--- src/rtl/serial_operand_driver.sv ---
// serial_operand_driver
// Host-side end of the bit-serial operand interface. Operands A/B are shifted
// MSB-first onto two lanes. The 32-bit result is then read back through two
// byte-select passes, or one pass when the result fits in 8 bits.
// The DUT register is re-shifted with the same operands before the second pass
// because it does not hold its contents between passes.
module serial_operand_driver #(
    parameter int WIDTH    = 6,
    parameter int OUT_BITS = 2 * WIDTH
) (
    input  logic             i_clk,
    input  logic             i_reset,
    input  logic             i_op_valid,
    output logic             o_op_ready,
    input  logic [WIDTH-1:0] i_op_a,
    input  logic [WIDTH-1:0] i_op_b,
    output logic             o_res_valid,
    input  logic             i_res_ready,
    output logic [31:0]      o_res_data,
    output logic             o_lane_a,
    output logic             o_lane_b,
    output logic             o_lane_c,
    output logic             o_sel,
    input  logic [7:0]       i_dut_uo,
    input  logic [7:0]       i_dut_uio
);

    localparam int            CW       = (WIDTH > 1) ? $clog2(WIDTH) : 1;
    localparam logic [CW-1:0] CNT_LOAD = CW'(WIDTH - 1);
    localparam logic          ONE_PASS = (OUT_BITS <= 8);

    // Mask that keeps only result bits below the given count.
    function automatic logic [31:0] result_mask(input int bits);
        logic [31:0] m;
        m = 32'd0;
        for (int i = 0; i < 32; i++) begin
            if (i < bits) begin
                m[i] = 1'b1;
            end else begin
                m[i] = 1'b0;
            end
        end
        return m;
    endfunction

    localparam logic [31:0] RES_MASK = result_mask(OUT_BITS);

    typedef enum logic [2:0] {
        S_IDLE   = 3'd0,
        S_SHIFT1 = 3'd1,
        S_CAP1   = 3'd2,
        S_SHIFT2 = 3'd3,
        S_CAP2   = 3'd4,
        S_DONE   = 3'd5
    } state_t;

    state_t            r_state;
    state_t            w_state_next;
    logic [CW-1:0]     r_cnt;
    logic [CW-1:0]     w_cnt_next;
    logic [CW-1:0]     w_bit_idx;
    logic [WIDTH-1:0]  r_a;
    logic [WIDTH-1:0]  r_b;
    logic [WIDTH-1:0]  w_a_next;
    logic [WIDTH-1:0]  w_b_next;
    logic              r_lane_a;
    logic              r_lane_b;
    logic              w_lane_a_next;
    logic              w_lane_b_next;
    logic              r_sel;
    logic              w_sel_next;
    logic [31:0]       r_res_data;
    logic [31:0]       w_res_next;
    logic              r_res_valid;
    logic              w_valid_next;
    logic              r_op_ready;
    logic              w_ready_next;

    // The next bit to drive sits one below the current down-counter value.
    assign w_bit_idx = r_cnt - CW'(1);

    // Next-state and next-value logic for the whole transfer sequence.
    always_comb begin
        w_state_next  = r_state;
        w_cnt_next    = r_cnt;
        w_a_next      = r_a;
        w_b_next      = r_b;
        w_lane_a_next = 1'b0;
        w_lane_b_next = 1'b0;
        w_sel_next    = r_sel;
        w_res_next    = r_res_data;
        w_valid_next  = r_res_valid;
        case (r_state)
            S_IDLE: begin
                if (i_op_valid) begin
                    w_state_next  = S_SHIFT1;
                    w_a_next      = i_op_a;
                    w_b_next      = i_op_b;
                    w_lane_a_next = i_op_a[WIDTH-1];
                    w_lane_b_next = i_op_b[WIDTH-1];
                    w_sel_next    = 1'b1;
                    w_cnt_next    = CNT_LOAD;
                end else begin
                    w_state_next = S_IDLE;
                end
            end
            S_SHIFT1, S_SHIFT2: begin
                if (r_cnt == {CW{1'b0}}) begin
                    // Bit 0 has just been shifted; lanes fall to 0 for the capture cycle.
                    w_state_next = (r_state == S_SHIFT1) ? S_CAP1 : S_CAP2;
                end else begin
                    w_lane_a_next = r_a[w_bit_idx];
                    w_lane_b_next = r_b[w_bit_idx];
                    w_cnt_next    = w_bit_idx;
                end
            end
            S_CAP1: begin
                w_res_next[7:0]   = i_dut_uo;
                w_res_next[23:16] = i_dut_uio;
                if (ONE_PASS) begin
                    w_res_next[31:8] = 24'd0;
                    w_state_next     = S_DONE;
                    w_valid_next     = 1'b1;
                end else begin
                    // Re-shift the same operands with the high-byte select.
                    w_state_next  = S_SHIFT2;
                    w_lane_a_next = r_a[WIDTH-1];
                    w_lane_b_next = r_b[WIDTH-1];
                    w_sel_next    = 1'b0;
                    w_cnt_next    = CNT_LOAD;
                end
            end
            S_CAP2: begin
                w_res_next[15:8]  = i_dut_uo;
                w_res_next[31:24] = i_dut_uio;
                w_state_next      = S_DONE;
                w_valid_next      = 1'b1;
            end
            S_DONE: begin
                if (i_res_ready) begin
                    w_state_next = S_IDLE;
                    w_valid_next = 1'b0;
                end else begin
                    w_state_next = S_DONE;
                end
            end
            default: begin
                w_state_next = S_IDLE;
                w_valid_next = 1'b0;
            end
        endcase
        w_ready_next = (w_state_next == S_IDLE);
    end

    // State register.
    always_ff @(posedge i_clk or posedge i_reset) begin
        if (i_reset) begin
            r_state <= S_IDLE;
        end else begin
            r_state <= w_state_next;
        end
    end

    // Datapath and output registers; the result is always kept masked.
    always_ff @(posedge i_clk or posedge i_reset) begin
        if (i_reset) begin
            r_cnt       <= {CW{1'b0}};
            r_a         <= {WIDTH{1'b0}};
            r_b         <= {WIDTH{1'b0}};
            r_lane_a    <= 1'b0;
            r_lane_b    <= 1'b0;
            r_sel       <= 1'b1;
            r_res_data  <= 32'd0;
            r_res_valid <= 1'b0;
            r_op_ready  <= 1'b1;
        end else begin
            r_cnt       <= w_cnt_next;
            r_a         <= w_a_next;
            r_b         <= w_b_next;
            r_lane_a    <= w_lane_a_next;
            r_lane_b    <= w_lane_b_next;
            r_sel       <= w_sel_next;
            r_res_data  <= w_res_next & RES_MASK;
            r_res_valid <= w_valid_next;
            r_op_ready  <= w_ready_next;
        end
    end

    assign o_op_ready  = r_op_ready;
    assign o_res_valid = r_res_valid;
    assign o_res_data  = r_res_data;
    assign o_lane_a    = r_lane_a;
    assign o_lane_b    = r_lane_b;
    assign o_lane_c    = 1'b0;
    assign o_sel       = r_sel;

endmodule

--- config.mk ---
export PLATFORM = sky130hd
export DESIGN_NAME = serial_operand_driver
export DESIGN_NICKNAME = d
export VERILOG_FILES = /design/src/rtl/serial_operand_driver.sv
export SDC_FILE = /design/constraint.sdc
export NUM_CORES = 1
export LEC_CHECK = 0
export ABC_AREA = 1
export CAP_MARGIN = 20
export CELL_PAD_IN_SITES_DETAIL_PLACEMENT = 1
export CELL_PAD_IN_SITES_GLOBAL_PLACEMENT = 2
export CORE_ASPECT_RATIO = 0.9
export CORE_UTILIZATION = 26
export DETAILED_ROUTE_END_ITERATION = 16
export PLACE_DENSITY = 0.93
export SLEW_MARGIN = 20
export SYNTH_ARGS = -nofsm -noshare
export SYNTH_HDL_FRONTEND = slang
export SYNTH_SLANG_ARGS = --single-unit
--- constraint.sdc ---
create_clock -name i_clk -period 2.8 [get_ports i_clk]
set_input_delay 0.56 -clock i_clk [delete_from_list [all_inputs] [get_ports i_clk]]
set_output_delay 0.56 -clock i_clk [all_outputs]
set_load 0.005 [all_outputs]
==> results of run 1 <==
[layout by cell type, fill, tap and decap left out, drive strengths merged]
master	Yosys	routed
a21oi	4	4
and2	1	1
buf	24	1
clkbuf	0	8
clkdlybuf4s50	0	40
conb	1	21
dfrtp	33	33
dfstp	2	2
ha	2	2
inv	31	31
nand2	68	68
nand3	9	9
nand4	1	1
nor2	8	8
o211ai	1	1
o21ai	24	24
xor2	1	1
[cells by family (layout without fill, tap and decap cells)]
family / Yosys count / count (layout) / share of synthesized area
and+or+nand+nor: 87 / 87 / 0.2020
adders and majority gates: 2 / 2 / 0.01402
DFF: 35 / 35 / 0.4923
xor gates and xnor gates: 1 / 1 / 0.004910
AOI/OAI and AO/OA: 29 / 29 / 0.1122
buffers and inverters: 55 / 80 / 0.1725
other: 1 / 21 / 0.002102
[how the worst max path moves through the flow]
stage                           from  endpoint  slack, ps  cells after the start
after global placement    i_op_valid  o_lane_a        750                      7
after CTS                      o_sel     o_sel        900                      1
after detailed placement  i_op_valid  o_lane_b        730                      7
after floorplan             r_cnt[0]  o_lane_b       1360                     10
after global routing      i_op_valid  o_lane_b        890                      7
final                          o_sel     o_sel        920                      1
[state kept, by name, indices dropped and copies added, names as in the netlist]
register,flops
o_op_ready,1
o_lane_b,1
r_b,6
r_state,3
o_lane_a,1
o_res_valid,1
o_res_data,12
o_sel,1
r_cnt,3
r_a,6
[power breakdown]
part	switching, mW	internal, mW
sequential	0.128	0.757
combinational	0.600	0.510
clock	0.178	0.224
[layer usage]
layer | vias to the layer above | global-route usage | part of all wire
met5 | - | 0 | 0
met3 | 6 | 0.03700 | 0.045
met4 | 0 | 0.04286 | 0.017
met2 | 33 | 0.1840 | 0.46
met1 | 632 | 0.1495 | 0.47
li1 | 688 | - | -
[area by class of cell]
cell class	instances	area, µm²	share of cell area
flip-flops and latches	35	878.3	0.3838
multi-input cells	140	673.1	0.2942
repair buffers	41	407.9	0.1782
inverters	31	116.4	0.05085
well taps	90	112.6	0.04921
clock buffers	8	100.1	0.04374
[per-stage QoR]
stage / instance area, µm² / power [mW] / setup WS (ps) / hold slack [ps] / util
4_1_cts: 2288 / 2.446 / 903.9 / 469.9 / 0.3456
5_1_grt: 2288 / 2.649 / 887.9 / 510.1 / 0.3456
2_1_floorplan: 1859 / 1.618 / 1356 / 449.2 / -
6_report: 2288 / 2.397 / 924.4 / 465.5 / 0.3456
3_3_place_gp: 2188 / 1.982 / 751.3 / 455.6 / 0.3305
3_5_place_dp: 2188 / 2.024 / 730.3 / 459.3 / 0.3305
==> out/qor.csv, run 1 <==
stage;metric;value;unit
route;antenna_left;0;
worst_setup_path;cp_max_fo;2;
global_routing;grtUsageTotal;0.1171;
final_layout;layout.nets;288;
timing;timing.final.crit_share;0.6699;
hold_path;worstHoldStart;o_sel;
timing;final.setup.tns;0;ps
worst_setup_path;cp.buffers_inverters;1;
worst_setup_path;r2r-start;r_cnt[0];
timing;rsz0062_at_grt;no;
route;vias;1359;
cts;ctsResizeCount;0;
worst_setup_path;crit_path_end_kind;output port;
yosys;synth_area_leaders;dfrtp_1, nand2_1, buf_4, o21ai_2, inv_1;
global_routing;grt_max_degree;36;
yosys;async_reset_ff_frac;1.000;
yosys;netlist_area;1784;µm²
die;die_area;7198;µm²
hold_path;hold_class;reg2reg;
power;power_density;1047;nW/µm²
worst_setup_path;crit_family;flip-flops;
yosys;yosys-top-cells-count;nand2_1, dfrtp_1, inv_1;
cts;clk_path_buf_depth;2;
die;io_pins;70;
yosys;synth_edf_count;0;
yosys;synth_top_cell_by_area;dfrtp_1;
route;routed_wl;3.728;mm
hold_path;whs_endpoint;o_sel;
yosys;syn_area_per_cell;8.496;µm²
worst_setup_path;reg2reg_depth;10;
route;drtPass1Iterations;4;
global_routing;grt_overflow;0;
final_layout;fillers;789;
cts;clockRootBuffer;clkbuf_8;
global_routing;grt_pass1_vias;1399;
final_layout;drive_above_1_share;0.1176;
worst_setup_path;rrSetupSlack;1090;ps
power;leakagePower;1.151;nW
cts;post_cts_buffers;0;
yosys;seq_area_frac_synth;0.4923;
yosys;synth_most_common_cell;nand2_1;
job;drv_cap;0;
route;viasPerCell;3.939;
cts;postCtsHoldBufs;0;
timing;setup_violations;0;
timing;final_hold_viol_count;0;
die;initial_core_util;0.2695;
yosys;synthCells;210;
placed_design;dp_hpwl;2.703;mm
placed_design;dp.cells;337;
yosys;synth_cell_types;23;
worst_setup_path;cp-start-kind;register;
run_status;status;finished clean;
cts;numCtsBuffers;5;
die;rows;28;
power;ir_drop;0.2916;mV
final_layout;final_cells;345;
worst_setup_path;required;2240;ps
worst_setup_path;cp_slowest_cell;dfstp_2;
timing;layout_min_cycle_time;1876;ps
cts;clock_latency;290;ps
final_layout;synthToLayoutAreaGrowth;28.26;%
hold_path;worstHoldPathCells;2;
route;drc;0;
timing;max_freq;0.5332;GHz
yosys;synthFlopType;dfrtp_1;
worst_setup_path;critical_path_arrival;1320;ps
route;wire_per_inst;10.81;µm
timing;slew_violations;0;
placed_design;portBuffers;40;
final_layout;n_antenna_cell;0;
route;drt_iter0_drc;44;
yosys;synth_top_area_share;0.4628;
placed_design;place.gp.congestion;0.7509;
yosys;yosys_warnings;0;
yosys;ys_ff_latch;35;
worst_setup_path;reg2reg_to;o_lane_a;
die;die_x;89.32;µm
cts;htree_levels;2;
worst_setup_path;crit_path_max_incr_delay;530;ps
die;fp.dieH;80.59;µm
cts;clkSinkCount;35;
global_routing;antenna_found_initial;0;
worst_setup_path;criticalPathCategory;reg2out;
cts;cts_tree;built;
cts;clk_pin_slew;70;ps
global_routing;grt_pass1_wl;6.382;mm
worst_setup_path;worstPathCellList;clkdlybuf4s50_1;
die;core_area;6621;µm²
timing;fin_skew;3.025;ps
Power figures use the tool's default switching activity.
==> inputs of run 2 (changes only) <==
- CORE_UTILIZATION: 26 -> 24
- PLACE_DENSITY: 0.93 -> 0.87
- clock period: 2.8 -> 1.8 ns (I/O delays scaled with it)
==> out/qor.csv, run 2 (synthesis results as in run 1) <==
stage;metric;value;unit;change
power;internal_power;2.605;mW;was 1.491 mW
final_layout;largest_register_ffs;12;;unchanged
worst_setup_path;cp-start-kind;register;;unchanged
worst_setup_path;required;1440;ps;was 2240 ps
timing;setup_violations;0;;unchanged
power;power_frac_seq;0.336;;was 0.369
worst_setup_path;crit_path_max_incr_delay;530;ps;about the same
global_routing;grt_pass1_wl;6.693;mm;was 6.382 mm
global_routing;grt_overflow;0;;unchanged
route;vias;1394;;was 1359
timing;max_freq;0.5941;GHz;
route;drt_iter0_drc;41;;was 44
cts;clockRootBuffer;clkbuf_8;;unchanged
worst_setup_path;crit_family;flip-flops;;unchanged
final_layout;fillers;865;;was 789
route;routed_wl;3.824;mm;was 3.728 mm
timing;layout_min_cycle_time;1683;ps;
run_status;status;finished clean;;unchanged
power;leakagePower;1.197;nW;was 1.151 nW
power;clockPowerShare;0.208;;was 0.168
global_routing;grt_pass1_vias;1459;;was 1399
placed_design;place.gp.congestion;0.7389;;was 0.7509
placed_design;dp_hpwl;2.920;mm;was 2.703 mm
global_routing;antenna_found_initial;0;;unchanged
final_layout;final_cell_mix;nand2_1, clkdlybuf4s50_1, dfrtp_1, inv_1, conb_1;;unchanged
worst_setup_path;cp_slowest_cell;dfstp_2;;unchanged
final_layout;n_antenna_cell;0;;unchanged
final_layout;multiInputGateArea;673.1;µm²;unchanged
die;die_area;7783;µm²;was 7198 µm²
cts;clkSinkCount;35;;unchanged
cts;htree_levels;2;;unchanged
route;viasPerCell;3.949;;was 3.939
worst_setup_path;cp_max_fo;2;;unchanged
power;p_sw;1.441;mW;was 0.9056 mW
timing;timing.final.crit_share;0.9351;;
timing;slew_violations;0;;unchanged
timing;fin_skew;3.553;ps;was 3.025 ps
final_layout;final_cells;353;;was 345
cts;postCtsHoldBufs;0;;unchanged
die;fp.dieH;83.80;µm;was 80.59 µm
final_layout;drive_above_1_share;0.1346;;was 0.1176
worst_setup_path;worstPathCellList;clkdlybuf4s50_1;;unchanged
die;die_x;92.89;µm;was 89.32 µm
worst_setup_path;crit_path_end_kind;output port;;unchanged
power;power_density;1695;nW/µm²;was 1047 nW/µm²
placed_design;dp.cells;345;;was 337
timing;rsz0062_at_grt;no;;unchanged
worst_setup_path;critical_path_arrival;1320;ps;about the same
global_routing;grt_max_degree;36;;unchanged
power;power_switching_share;0.3561;;was 0.3778
placed_design;portBuffers;40;;unchanged
power;combPwrFrac;0.456;;was 0.463
final_layout;regArea;878.3;µm²;unchanged
worst_setup_path;cp.buffers_inverters;1;;unchanged
cts;post_cts_buffers;0;;unchanged
cts;cts_tree;built;;unchanged
cts;clock_latency;280;ps;was 290 ps
power;p_total;4.046;mW;was 2.397 mW
cts;clk_path_buf_depth;2;;unchanged
power;ir_drop;0.3631;mV;was 0.2916 mV
route;drtPass1Iterations;4;;unchanged
final_layout;final_common_cell;nand2_1;;unchanged
job;drv_cap;0;;unchanged
cts;clk_pin_slew;70;ps;about the same
route;antenna_left;0;;unchanged
final_layout;synthToLayoutAreaGrowth;33.80;%;was 28.26%
global_routing;grtUsageTotal;0.1099;;was 0.1171
route;drc;0;;unchanged
route;wire_per_inst;10.83;µm;was 10.81 µm
cts;ctsResizeCount;0;;unchanged
die;io_pins;70;;unchanged
die;core_area;7112;µm²;was 6621 µm²
hold_path;hold_class;in2async;;was reg2reg
cts;numCtsBuffers;5;;unchanged
die;rows;29;;was 28
worst_setup_path;criticalPathCategory;reg2out;;unchanged
final_layout;layout.nets;293;;was 288
timing;final_hold_viol_count;0;;unchanged
die;initial_core_util;0.2509;;was 0.2695
timing;final.setup.tns;0;ps;unchanged
[run 2: through the flow]
stage	utilization	setup slack, ps	hold slack, ps	instance area [µm²]
2_1_floorplan	-	356.0	449.2	1859
3_3_place_gp	0.3170	255.3	454.6	2255
3_5_place_dp	0.3170	229.3	465.3	2255
4_1_cts	0.3357	94.54	428.4	2387
5_1_grt	0.3357	70.26	433.5	2387
6_report	0.3357	116.8	424.7	2387
[run 2: power groups by stage]
stage	Clock, mW	Sequential [mW]	Combinational (mW)
2_1_floorplan	0	1.37	1.14
3_3_place_gp	0	1.36	1.82
3_5_place_dp	0	1.38	1.89
4_1_cts	0.878	1.37	1.90
5_1_grt	0.914	1.41	2.10
6_report	0.841	1.36	1.84
[run 2: layout make-up]
type,instances,share of cell area
Clock buffer,6,0.03040
Clock inverter,2,0.02516
Inverter,31,0.04874
Multi-Input combinational cell,140,0.2820
Sequential cell,35,0.3679
Tap cell,93,0.04874
Timing Repair Buffer,46,0.1971
[run 2: worst paths after layout]
| check | start | to | slack [ps] | cells past startpoint |
|---|---|---|---|---|
| worst min register to register | o_sel | o_sel | 470 | 2 |
| worst min-delay path | i_reset | o_res_data[1] | 420 | 3 |
| max in group asynchronous | i_reset | o_op_ready | 1120 | 3 |
| worst max register to register | r_cnt[0] | o_lane_a | 310 | 10 |
| worst max-delay path | o_sel | o_sel | 120 | 1 |
| min in group i_clk | o_sel | o_sel | 470 | 2 |
[run 2: per-layer routing]
| layer | wire length [µm] | part of all wire | global-route usage |
|---|---|---|---|
| met5 | 0 | 0 | 0 |
| met4 | 29 | 0.0076 | 0.04196 |
| met3 | 154 | 0.040 | 0.03279 |
| met2 | 1918 | 0.50 | 0.1818 |
| met1 | 1721 | 0.45 | 0.1336 |
